<file path="src/rtl/led_ctrl_pkg.sv">
// Shared mode encodings, default timing constants and small helpers
// for the LED mode sequencer and its switch debouncer.
package led_ctrl_pkg;

  localparam int MODE_W = 2;

  localparam logic [MODE_W-1:0] MODE_OFF  = 2'd0;
  localparam logic [MODE_W-1:0] MODE_ON   = 2'd1;
  localparam logic [MODE_W-1:0] MODE_SLOW = 2'd2;
  localparam logic [MODE_W-1:0] MODE_FAST = 2'd3;

  // 50 MHz clock: 20 ms debounce, 1 Hz slow blink, 5 Hz fast blink
  localparam int DEF_DEBOUNCE_CYCLES = 1_000_000;
  localparam int DEF_SLOW_HALF       = 25_000_000;
  localparam int DEF_FAST_HALF       = 5_000_000;

  function automatic int cnt_width(input int n);
    return (n > 1) ? $clog2(n) : 1;
  endfunction

  function automatic logic [MODE_W-1:0] next_mode(input logic [MODE_W-1:0] m);
    logic [MODE_W-1:0] nm;
    case (m)
      MODE_OFF:  nm = MODE_ON;
      MODE_ON:   nm = MODE_SLOW;
      MODE_SLOW: nm = MODE_FAST;
      MODE_FAST: nm = MODE_OFF;
      default:   nm = MODE_OFF;
    endcase
    return nm;
  endfunction

endpackage

</file>
<file path="src/rtl/sw_debounce.sv">
// Two-flop synchroniser, counter-based debouncer and rising-edge press
// detector for the raw switch input.
module sw_debounce
  import led_ctrl_pkg::*;
#(
  parameter int DEBOUNCE_CYCLES = DEF_DEBOUNCE_CYCLES
) (
  input  logic iCLK,
  input  logic iRST_N,
  input  logic iSW,
  output logic oSW_DB,
  output logic oPRESS
);

  localparam int               CNT_W   = cnt_width(DEBOUNCE_CYCLES);
  localparam logic [CNT_W-1:0] DB_LAST = CNT_W'(DEBOUNCE_CYCLES - 1);

  logic             sw_s1_q;
  logic             sw_s2_q;
  logic             db_q;
  logic             db_d;
  logic             db_prev_q;
  logic [CNT_W-1:0] cnt_q;
  logic [CNT_W-1:0] cnt_d;

  // Debounce next state: any agreement with the current level restarts the count
  always_comb begin
    cnt_d = cnt_q;
    db_d  = db_q;
    if (sw_s2_q == db_q) begin
      cnt_d = '0;
    end else if (cnt_q == DB_LAST) begin
      db_d  = sw_s2_q;
      cnt_d = '0;
    end else begin
      cnt_d = cnt_q + CNT_W'(1);
    end
  end

  // Synchroniser, debounce state and edge-detect history
  always_ff @(posedge iCLK) begin
    if (!iRST_N) begin
      sw_s1_q   <= 1'b0;
      sw_s2_q   <= 1'b0;
      db_q      <= 1'b0;
      db_prev_q <= 1'b0;
      cnt_q     <= '0;
    end else begin
      sw_s1_q   <= iSW;
      sw_s2_q   <= sw_s1_q;
      db_q      <= db_d;
      db_prev_q <= db_q;
      cnt_q     <= cnt_d;
    end
  end

  assign oSW_DB = db_q;
  // Single-cycle pulse on the debounced rising edge; releases are ignored
  assign oPRESS = db_q & ~db_prev_q;

endmodule

</file>
<file path="src/rtl/led_mode_sequencer.sv">
// Steps OFF -> ON -> BLINK_SLOW -> BLINK_FAST on each debounced press and
// drives the LED from registered mode and blink-phase state.
module led_mode_sequencer
  import led_ctrl_pkg::*;
#(
  parameter int DEBOUNCE_CYCLES = DEF_DEBOUNCE_CYCLES,
  parameter int SLOW_HALF       = DEF_SLOW_HALF,
  parameter int FAST_HALF       = DEF_FAST_HALF
) (
  input  logic              iCLK,
  input  logic              iRST_N,
  input  logic              iSW,
  output logic              oLED,
  output logic [MODE_W-1:0] oMODE,
  output logic              oSW_DB
);

  localparam int                 BLINK_W   = cnt_width(SLOW_HALF);
  localparam logic [BLINK_W-1:0] SLOW_LAST = BLINK_W'(SLOW_HALF - 1);
  localparam logic [BLINK_W-1:0] FAST_LAST = BLINK_W'(FAST_HALF - 1);

  logic               press_s;
  logic [MODE_W-1:0]  mode_q;
  logic [BLINK_W-1:0] blink_cnt_q;
  logic               phase_q;
  logic [BLINK_W-1:0] half_last_s;
  logic               led_s;

  sw_debounce #(
    .DEBOUNCE_CYCLES(DEBOUNCE_CYCLES)
  ) u_sw_debounce (
    .iCLK  (iCLK),
    .iRST_N(iRST_N),
    .iSW   (iSW),
    .oSW_DB(oSW_DB),
    .oPRESS(press_s)
  );

  // Terminal count of the blink counter for the current mode
  always_comb begin
    case (mode_q)
      MODE_SLOW: half_last_s = SLOW_LAST;
      MODE_FAST: half_last_s = FAST_LAST;
      default:   half_last_s = SLOW_LAST;
    endcase
  end

  // Mode FSM and blink engine; a press wins over a blink terminal count
  always_ff @(posedge iCLK) begin
    if (!iRST_N) begin
      mode_q      <= MODE_OFF;
      blink_cnt_q <= '0;
      phase_q     <= 1'b1;
    end else if (press_s) begin
      mode_q      <= next_mode(mode_q);
      blink_cnt_q <= '0;
      phase_q     <= 1'b1;
    end else begin
      case (mode_q)
        MODE_SLOW, MODE_FAST: begin
          if (blink_cnt_q == half_last_s) begin
            blink_cnt_q <= '0;
            phase_q     <= ~phase_q;
          end else begin
            blink_cnt_q <= blink_cnt_q + BLINK_W'(1);
          end
        end
        default: begin
          blink_cnt_q <= '0;
          phase_q     <= 1'b1;
        end
      endcase
    end
  end

  // LED decode from registered state only
  always_comb begin
    case (mode_q)
      MODE_OFF:  led_s = 1'b0;
      MODE_ON:   led_s = 1'b1;
      MODE_SLOW: led_s = phase_q;
      MODE_FAST: led_s = phase_q;
      default:   led_s = 1'b0;
    endcase
  end

  assign oLED  = led_s;
  assign oMODE = mode_q;

endmodule

</file>
<file path="config.mk">
export PLATFORM = sky130hd
export DESIGN_NAME = led_mode_sequencer
export DESIGN_NICKNAME = d
export VERILOG_FILES = /design/src/rtl/led_ctrl_pkg.sv /design/src/rtl/sw_debounce.sv /design/src/rtl/led_mode_sequencer.sv
export SDC_FILE = /design/constraint.sdc
export NUM_CORES = 1
export LEC_CHECK = 0
export ABC_AREA = 1
export CORE_UTILIZATION = 60
export CTS_CLUSTER_SIZE = 25
export DETAILED_ROUTE_END_ITERATION = 6
export HOLD_SLACK_MARGIN = 0.03
export PLACE_DENSITY = 0.84
export SKIP_CTS_REPAIR_TIMING = 1
export SLEW_MARGIN = 0
export SYNTH_ARGS = -nofsm -noshare
export SYNTH_HDL_FRONTEND = slang
export SYNTH_HIERARCHICAL = 1
export SYNTH_SLANG_ARGS = --single-unit
</file>
<file path="constraint.sdc">
create_clock -name iCLK -period 1.8 [get_ports iCLK]
set_input_delay 0.45 -clock iCLK [delete_from_list [all_inputs] [get_ports iCLK]]
set_output_delay 0.45 -clock iCLK [all_outputs]
set_load 0.01 [all_outputs]
</file>
Word level (Yosys, flattened, before mapping)
Index checks and enable logic that the tools add are counted.
{"block": "totals", "elab_cells": 31, "inputBits": 3, "register_bits": 52, "output_inout_bits": 4}
{"block": "classes", "bitwise_logic": 6, "addsub": 2, "muxes": 3, "reduce_logical": 6, "eq_ne": 6}
{"operator": "$add 25x1->25 const B", "count": 1}
{"operator": "$eq 25x25->1", "count": 1}
{"operator": "$mux 25", "count": 1}
{"operator": "$add 20x1->20 const B", "count": 1}
{"operator": "$eq 20x20->1 const B", "count": 1}
{"operator": "$pmux 2 s4", "count": 1}
{"operator": "$reduce_or 3->1", "count": 2}
{"operator": "$not 1->1", "count": 5}
{"operator": "$eq 2x2->1 const B", "count": 2}
{"operator": "$reduce_or 4->1", "count": 1}
{"operator": "$pmux 1 s3", "count": 1}
{"operator": "$eq 2x1->1 const B", "count": 1}
{"operator": "$logic_not 2->1", "count": 1}
{"operator": "$reduce_and 2->1", "count": 1}
{"operator": "$reduce_or 2->1", "count": 1}
{"operator": "$and 1x1->1", "count": 1}
{"operator": "$eq 1x1->1", "count": 1}

Depth between registers and ports, before layout
Gate-level depths: netlist of run 1.
{"block": "logic_depth", "ltp_word": 4, "mapped_depth": 11, "mapped_depth_nobuf": 10}

Modules after synthesis
The synthesis of run 1 kept the hierarchy.
{"mod": "led_mode_sequencer", "cells_each": 230, "seq_area_each_um2": 560.5, "instances": 1, "area_each_um2": 1574.0}
{"mod": "sw_debounce", "cells_each": 167, "seq_area_each_um2": 480.5, "instances": 1, "area_each_um2": 1226.2}

Worst setup path after synthesis of run 1
No wires, ideal clock.
{"block": "synth_timing", "path_type": "flip-flop to flip-flop", "start": "register mode_q[1] (netlist: oMODE[1])", "end": "register blink_cnt_q[9]", "setup_ps": 116, "setup_slack_ps": 240, "arrival_ps": 1444, "stages_incl_launch_ff": 12, "required_time_ps": 1684, "path_buffers": 1, "cell_sequence": "dfxtp_1 -> ha_1 -> inv_1 -> nor2_1 -> nand2_1 -> nand2_1 -> nand2_1 -> nor2_1 -> nand2_2 -> nand2_4 -> buf_12 -> nor2_1"}
{"block": "synth_via", "elab_chain_cells": 4, "word_cells_on_any_way": 7}
{"item": "start: declaration", "line_no": "led_mode_sequencer.sv:23", "rtl": "logic [MODE_W-1:0] mode_q;"}
{"item": "start signal: assignment", "line_no": "led_mode_sequencer.sv:55", "rtl": "mode_q <= next_mode(mode_q);"}
{"item": "$eq 2x2->1, on equally long branches", "line_no": "led_mode_sequencer.sv:41, led_mode_sequencer.sv:59"}
{"item": "$mux 25 or $reduce_or 2->1 (tied branches)"}
{"item": "$eq 25x25->1 or $not 1->1 (tied branches)"}
{"item": "$reduce_or 4->1 (no line) (*)"}
{"item": "end signal: assignment", "line_no": "led_mode_sequencer.sv:65", "rtl": "blink_cnt_q <= blink_cnt_q + BLINK_W'(1);"}
{"item": "end: declaration", "line_no": "led_mode_sequencer.sv:24", "rtl": "logic [BLINK_W-1:0] blink_cnt_q;"}
Every way passes the cells marked *; elsewhere a longest branch is shown, timed or not.
A chain may end at the register's enable or synchronous reset.

Worst setup path in the final report of run 1
{"block": "layout_timing", "start": "register mode_q[0] (netlist: oMODE[0])", "end": "output oMODE[0]"}
{"item": "end: declaration", "line_no": "led_mode_sequencer.sv:14", "rtl": "output logic [MODE_W-1:0] oMODE,"}
No word-level cell between the ends.

==> metrics.txt, run 1 <==
status finished, final reports clean; placed inst area 2920 um2; largest family of logic cells by synthesized area simple AND/OR/NAND/NOR gates; skew final 6.80 ps; adder-cell share of the synthesized area 2.23%; CP Capture Type output pin; register bit count reported by yosys 52; initial detailed-routing violation count 143; residual DRC count 0; number of clock sinks 52; power per cell area 641 nW/um2; Synth Area in Simple Gates 40.7%; Max-slew headroom between 80% and 90%; crit path from oMODE[0]; remaining antenna violation count after routing 0; drt via density 5.10; fraction of layout cells with a size suffix above 1 12.6%; maxcap violations 0; Max FO, Critical Path 3; Final Cell Area 3040 um2; IO Pins 7; Critical Path Start Type flop; fin cells 466; worst slew pin tran 268 ps; first-pass GRT wire length 9.13 mm; cts bufs inserted 5; H-tree depth 2; maximum VDD drop approximately 530 uV; slowest stage delay, CP 550 ps; cell family with most CP delay buffers and inverters; antenna fix cells 0; min-delay worst type reg -> reg; placer congestion estimate 0.927; Worst R2R Start oMODE[0]; count of final setup violators 0; # rows 24; Power Total 1.95 mW; syn avg cell area 7.05 um2; WP buf/inv 1; largest net degree at the start of global routing 26; Synth Area in Compound Gates 3.40%; start-to-end type of the worst setup path reg -> out; clock root buffer master clkbuf_8; Critical Path AT 1230 ps; final WL a little over 5 mm; Nets 421; mapped cell area 2800 um2; P_leak 1.08 nW; Mapped Nets 405; Synth cell types 27; Initial DRT Pass Iterations 4; post-synthesis sequential area ratio ~37%; Final HPWL DP 3.81 mm; RSZ-0062 raised after global routing false; CTS tree yes; Hold Crit Start u_sw_debounce/sw_s1_q; Starting Density a little under two thirds; via count 2,376; final core occ 68.9%; area grow syn2layout 8.58%; critical path, cell by cell clkdlybuf4s50_1; post-route minimum period 1680 ps; Port Buf Inserts 6; clk slew on worst S/H paths 90 ps; Vert. Die Dim 70.3 um; Die Width 70.3 um; vias in the first global route about 2,300; grt total ovfl 0; post-synthesis mux area share 0%; Final Max Tran Viols 0; critical path's slowest cell clkdlybuf4s50_1; die area 4940 um2; Filler cells 357; worst-skew pair later-pin latency 300 ps; yosys synthesis warning count 6; All-Layer GR Usage between 20% and 30%; initial antenna violation count 0; f_max 597 MHz; DR WL/cell about 11 um; Synth Area in XOR/XNOR 8.13%; Final Cycle Share 93.1%; placed cell count about 460; core area 4410 um2; maximum clock path buffer count 2; WHS 432 ps; Post-Syn Instances 397; Fin. Hold Viols 0; WP data required roughly 1400 ps
[flip-flops by register name (all words and copies together) (netlist names)]
| name | count |
|---|---|
| u_sw_debounce/oSW_DB | 1 |
| u_sw_debounce/db_prev_q | 1 |
| u_sw_debounce/sw_s2_q | 1 |
| u_sw_debounce/sw_s1_q | 1 |
| phase_q | 1 |
| blink_cnt_q | 25 |
| u_sw_debounce/cnt_q | 20 |
| oMODE | 2 |
[synthesized netlist by cell type, drive strengths merged]
library cell  count  area share (%)
o21ai             4            0.85
dfxtp            52              37
xnor2            13             4.1
or2               1            0.22
nand2            96              14
nand3            28             5.6
o21bai            2            0.54
nand4             7             1.6
nor2            104              17
xor2             13             4.1
a211oi            1            0.27
inv              49             6.6
buf               3             1.8
nand3b            2            0.54
nor3              8             1.4
ha                5             2.2
a21oi             9             1.7
[kinds of logic (layout without fill, tap and decap cells)]
family	after synthesis	after routing
buffers and inverters	52	69
AOI/OAI and AO/OA	16	16
xor gates and xnor gates	26	26
adders and majority gates	5	5
and+or+nand+nor	246	246
DFF	52	52
[through the flow]
stage               setup WS [ps]  setup TNS, ps
floorplan                     240              0
global placement             18.1              0
detailed placement          -16.6          -35.2
CTS                          -158           -158
global route                 26.4              0
finish                        124              0
[cells in the final DEF, fill, tap and decap left out]
| cell type | instances |
|---|---|
| a211oi_1 | 1 |
| a21oi_1 | 8 |
| a21oi_2 | 1 |
| buf_4 | 6 |
| bufinv_16 | 1 |
| clkbuf_1 | 1 |
| clkbuf_8 | 5 |
| clkdlybuf4s50_1 | 4 |
| clkinv_2 | 1 |
| dfxtp_1 | 52 |
| dlymetal6s2s_1 | 2 |
| ha_1 | 5 |
| inv_1 | 48 |
| inv_2 | 1 |
| nand2_1 | 90 |
| nand2_2 | 3 |
| nand2_4 | 2 |
| nand2_8 | 1 |
| nand3_1 | 26 |
| nand3_2 | 1 |
| nand3_4 | 1 |
| nand3b_1 | 2 |
| nand4_1 | 7 |
| nor2_1 | 76 |
| nor2_2 | 23 |
| nor2_4 | 5 |
| nor3_1 | 8 |
| o21ai_0 | 3 |
| o21ai_2 | 1 |
| o21bai_1 | 2 |
| or2_0 | 1 |
| xnor2_1 | 13 |
| xor2_1 | 13 |
[area by class of cell]
type / count / area, um2 / area share (%)
Timing Repair Buffer: 12 / 110 / 3.62
Sequential cell: 52 / 1040 / 34.2
Clock buffer: 6 / 72.6 / 2.39
Tap cell: 52 / 65.1 / 2.14
Clock inverter: 2 / 35.0 / 1.15
Multi-Input combinational cell: 293 / 1530 / 50.4
Inverter: 49 / 184 / 6.05
[layer usage]
metal	routed length [um]	global-route usage (%)
met5	0	0
met2	2460	39.5
met1	2320	27.1
met3	230	5.77
met4	78	8.67
[final timing paths]
path	to	slack, ps	cells past startpoint
hold reg to reg	u_sw_debounce/sw_s2_q	430	2
setup / recovery	oMODE[0]	120	1
hold / removal	u_sw_debounce/sw_s2_q	430	2
setup reg to reg	blink_cnt_q[17]	200	10
[report_power, final]
| group | switching (mW) | leakage (nW) | internal (mW) |
|---|---|---|---|
| Clock | 0.362 | 0.0552 | 0.413 |
| Combinational | 0.0110 | 0.608 | 0.00895 |
| Sequential | 0.00143 | 0.419 | 1.15 |
| Total | 0.375 | 1.08 | 1.57 |
No activity file was read; power rests on OpenSTA's default activity.
==> inputs of run 2 (changes only) <==
Settings changed: SETUP_SLACK_MARGIN set to 0.5.
==> metrics.txt, run 2 (same netlist as run 1, synthesis figures left out) <==
P_leak 1.14 nW; Biggest register blink_cnt_q; drt via density between 5 and 6; number of clock sinks 52; WP data required 2000 ps; cts bufs inserted 5; placed cell count 455; final worst setup slack around 330 ps; Critical Path Start Type flop; antenna fix cells 0; clock share of power 34.4%; Final Cycle Share between 80 and 90%; clk slew on worst S/H paths 90 ps; CP Capture Type flop; maximum VDD drop about 540 uV; start-to-end type of the worst setup path reg -> reg; Die Width between 70 and 80 um; Max FO, Critical Path 12; vias in the first global route 2,190; Initial DRT Pass Iterations 5; count of final setup violators 0; worst-skew pair later-pin latency 300 ps; most common cell after layout, fill and taps aside nand2_1; Starting Density 63.4%; min-delay worst type reg -> reg; P_sw around 0.38 mW; initial antenna violation count 0; Fin. Hold Viols 0; initial detailed-routing violation count 167; Port Buf Inserts 6; pre-CTS WS -10.2 ps; Nets 432; post-route minimum period 1470 ps; status finished, final reports clean; clock root buffer master clkbuf_8; Critical Path AT 1680 ps; IO Pins 7; placer congestion estimate 0.938; sequential share of power 63.9%; largest net degree at the start of global routing 26; worst slew pin tran 349 ps; first-pass GRT wire length 9.12 mm; FF+latch area ~1100 um2; maxcap violations 0; area grow syn2layout 17.8%; Final HPWL DP 3.68 mm; final core occ 74.7%; grt total ovfl 0; residual DRC count 0; Filler cells 327; Vert. Die Dim approximately 70 um; RSZ-0062 raised after global routing true; Final Cell Area 3300 um2; max reg flops 25; placed inst area 2940 um2; fraction of layout cells with a size suffix above 1 approximately 25%; area of the multi-input gates 1760 um2; H-tree depth 2; via count 2,537; die area approximately 5000 um2; commonest non-fill, non-tap cells in the layout nand2_1, nor2_1, inv_1; All-Layer GR Usage 22.6%; sw frac 21.0%; fin cells 475; # rows 24; Final Max Tran Viols 0; skew final 4.79 ps; maximum clock path buffer count 2; part of the power in combinational logic 1.8%; power per cell area 544 nW/um2; f_max 679 MHz; final WL 6.16 mm; DR WL/cell ~13 um; Int Power between 1 and 1.5 mW; Max-slew headroom approximately three quarters; core area 4410 um2; CTS tree yes; remaining antenna violation count after routing 0
==> run 2: cell types whose count changed in the layout (fill, tap and decap cells not counted), sizes merged <==
| cell | previous run | this run |
|---|---|---|
| nand2 | 96 | 100 |
| bufinv | 1 | 0 |
| clkbuf | 6 | 8 |
| clkinv | 1 | 0 |
| buf | 6 | 14 |
| clkdlybuf4s50 | 4 | 1 |
==> run 2: layout make-up <==
cell class | instances | area share, %
Timing Repair Buffer | 19 | 4.47
Inverter | 49 | 5.57
Multi-Input combinational cell | 297 | 53.4
Clock buffer | 6 | 2.20
Sequential cell | 52 | 32.4
Tap cell | 52 | 1.97
==> run 2: stage by stage <==
step	total power, mW	TNS, ps	hold slack, ps
global placement	1.20	0	397
finish	1.80	0	431
floorplan	1.19	0	390
global route	1.86	0	447
CTS	1.80	-131	420
detailed placement	1.20	-14.5	401
==> run 2: power by group through the flow <==
stage | clock [mW] | sequential [mW] | combinational (mW)
floorplan | 0 | 1.18 | 0.0126
global placement | 0 | 1.18 | 0.0198
detailed placement | 0 | 1.18 | 0.0201
CTS | 0.633 | 1.15 | 0.0201
global route | 0.680 | 1.15 | 0.0338
finish | 0.617 | 1.15 | 0.0316
==> run 2: path summary, 6_finish.rpt <==
kind	startpoint	cells after the start	end	slack [ps]
max	blink_cnt_q[0]	8	blink_cnt_q[24]	330
min	u_sw_debounce/sw_s1_q	2	u_sw_debounce/sw_s2_q	430
max reg2reg	blink_cnt_q[0]	8	blink_cnt_q[24]	330
min reg2reg	u_sw_debounce/sw_s1_q	2	u_sw_debounce/sw_s2_q	430
==> run 2: critical path, stage by stage (launching register included) <==
cell	delay (ps)
dfxtp_2	370
ha_4	150
nand2_2	70
nor2_4	170
nand2_1	130
nor2_4	150
nand2_4	120
nand2_8	150
nor2_1	60
==> run 2: routing by layer <==
layer  up-vias  share of wire, %  GRT usage (%)
li1       1280                 -              -
met4         0               2.3           5.78
met2        70                47           35.7
met1      1169                44           30.6
met3        18               6.4           6.06
met5         -                 0              0
==> inputs of run 3 (changes only) <==
Clock period 1.8 ns to 1.41 ns, I/O delays scaled along.
==> metrics.txt, run 3 (same netlist as run 1, synthesis figures left out) <==
drt via density 5.77; RR Endpoint phase_q; final core occ a little over four fifths; H-tree depth 2; most common cell after layout, fill and taps aside nand2_1; initial antenna violation count 0; post-route minimum period 1540 ps; WP data required 1620 ps; antenna fix cells 0; remaining antenna violation count after routing 0; critical path, cell by cell nand2_1 > inv_1 > nand2_1 > nand2_1 > nand2_2 > nor2_4 > nand2_4 > buf_6 > nand2_2 > nand3_2; met3 Track Usage GR under 10%; cell family with most CP delay simple AND/OR/NAND/NOR gates; RSZ-0062 raised after global routing true; met1 usage 28.6%; worst-skew pair later-pin latency 330 ps; fraction of layout cells with a size suffix above 1 a little over a third; Int Power between 1.5 and 2 mW; pre-CTS WS -315 ps; Fin. Hold Viols 0; vias in the first global route 2,458; clock root buffer master clkbuf_8; maxcap violations 0; Die Width 70.3 um; final WL 8.50 mm; WHS 438 ps; largest net degree at the start of global routing 26; max reg flops 25; start-to-end type of the worst setup path reg -> reg; CTS tree yes; Starting Density 63.4%; failing checks DRC, setup timing; min-delay worst type reg -> reg; reg-to-reg setup timing slack -130 ps; crit path capture phase_q; Final Cycle Share 109%; placer congestion estimate 0.858; via count 2,931; Biggest register blink_cnt_q; sequential share of power 60.3%; f_max 650 MHz; crit path from blink_cnt_q[21]; clock share of power 37.6%; first-pass GRT wire length 10.1 mm; sw frac around 23%; commonest non-fill, non-tap cells in the layout nand2_1, nor2_1, inv_1; Port Buf Inserts 6; Worst R2R Start blink_cnt_q[21]; Max-slew headroom around 68%; part of the power in combinational logic 2.2%; GR met2 Demand/Resource a little under half; Final Cell Area 3690 um2; Final Max Tran Viols 0; Vert. Die Dim 70.3 um; Critical Path AT 1750 ps; Critical Path Start Type flop; grt total ovfl 0; Final HPWL DP around 4.3 mm; IO Pins 7; GRT busiest layer met2; DR WL/cell 16.7 um; status finished with violations; final worst setup slack -127 ps; critical path depth 10; slowest stage delay, CP 440 ps; die area 4940 um2; initial detailed-routing violation count 279; P_sw 0.554 mW; core area 4410 um2; Max FO, Critical Path 5; area grow syn2layout 31.7%; skew final 16.8 ps; Reg2Reg Depth 10; Nets around 460; maximum VDD drop ~470 uV; cell mode on critical path nand2_1; placed inst area 3190 um2; All-Layer GR Usage roughly a quarter; WP buf/inv 2; maximum clock path buffer count 2; cts bufs inserted 5; CP Capture Type flop; residual DRC count 13; number of clock sinks 52; critical path's slowest cell dfxtp_1; worst slew pin tran 478 ps; Initial DRT Pass Iterations 7; power per cell area about 660 nW/um2; clk slew on worst S/H paths between 100 and 150 ps; # rows 24; P_leak approximately 1.3 nW; count of final setup violators 48
-- run 3: cell count changes in the layout (fill, tap and decap cells not counted), moves of 3 or more --
cell     delta
inv_1       -3
nand2_1     -7
nor2_1      -5
dfxtp_2     +6
dfxtp_1     -5
nor2_2      +3
buf_6       +5
buf_4      +26
nand2_2     +5
-- run 3: power by group through the flow --
stage	Clock [mW]	Sequential (mW)	Combinational [mW]
after global routing	0.953	1.47	0.0539
final	0.915	1.47	0.0524
after detailed placement	0	1.50	0.0327
after global placement	0	1.50	0.0309
after floorplan	0	1.50	0.0176
after CTS	0.901	1.47	0.0326
-- run 3: layout make-up --
class / instances / area [um2]
multi-input combinational: 297 / 1850
sequential: 52 / 1070
fill: 226 / 726
timing repair buffer: 50 / 422
inverter: 49 / 186
clock buffer: 6 / 82.6
tap: 52 / 65.1
clock inverter: 2 / 10.0
-- run 3: worst reg2reg max path, cell delays in order (launching register included) --
cell and delay (ps):
dfxtp_1 440, nand2_1 120, inv_1 110, nand2_1 80, nand2_1 100, nand2_2 80
nor2_4 130, nand2_4 120, buf_6 140, nand2_2 60, nand3_2 50
-- run 3: stage by stage --
stage	TNS (ps)	cells	total power [mW]
2_1_floorplan	0	397	1.52
3_3_place_gp	-9500	481	1.53
3_5_place_dp	-11070	481	1.54
4_1_cts	-3160	489	2.40
5_1_grt	-7180	508	2.47
6_report	-3610	508	2.44
-- run 3: layer usage --
layer	part of all wire, %	vias to the layer above
li1	-	1343
met1	38	1364
met2	51	169
met3	6.8	55
met4	4.6	0
met5	0	-
-- run 3: worst min path at each step --
stage	from	endpoint	slack, ps	cells after the start
CTS	u_sw_debounce/sw_s1_q	u_sw_debounce/sw_s2_q	430	2
detailed placement	u_sw_debounce/sw_s1_q	u_sw_debounce/sw_s2_q	410	2
global route	u_sw_debounce/sw_s1_q	u_sw_debounce/sw_s2_q	460	2
finish	u_sw_debounce/sw_s1_q	u_sw_debounce/sw_s2_q	440	2
floorplan	u_sw_debounce/sw_s1_q	u_sw_debounce/sw_s2_q	390	2
global placement	u_sw_debounce/sw_s1_q	u_sw_debounce/sw_s2_q	400	2
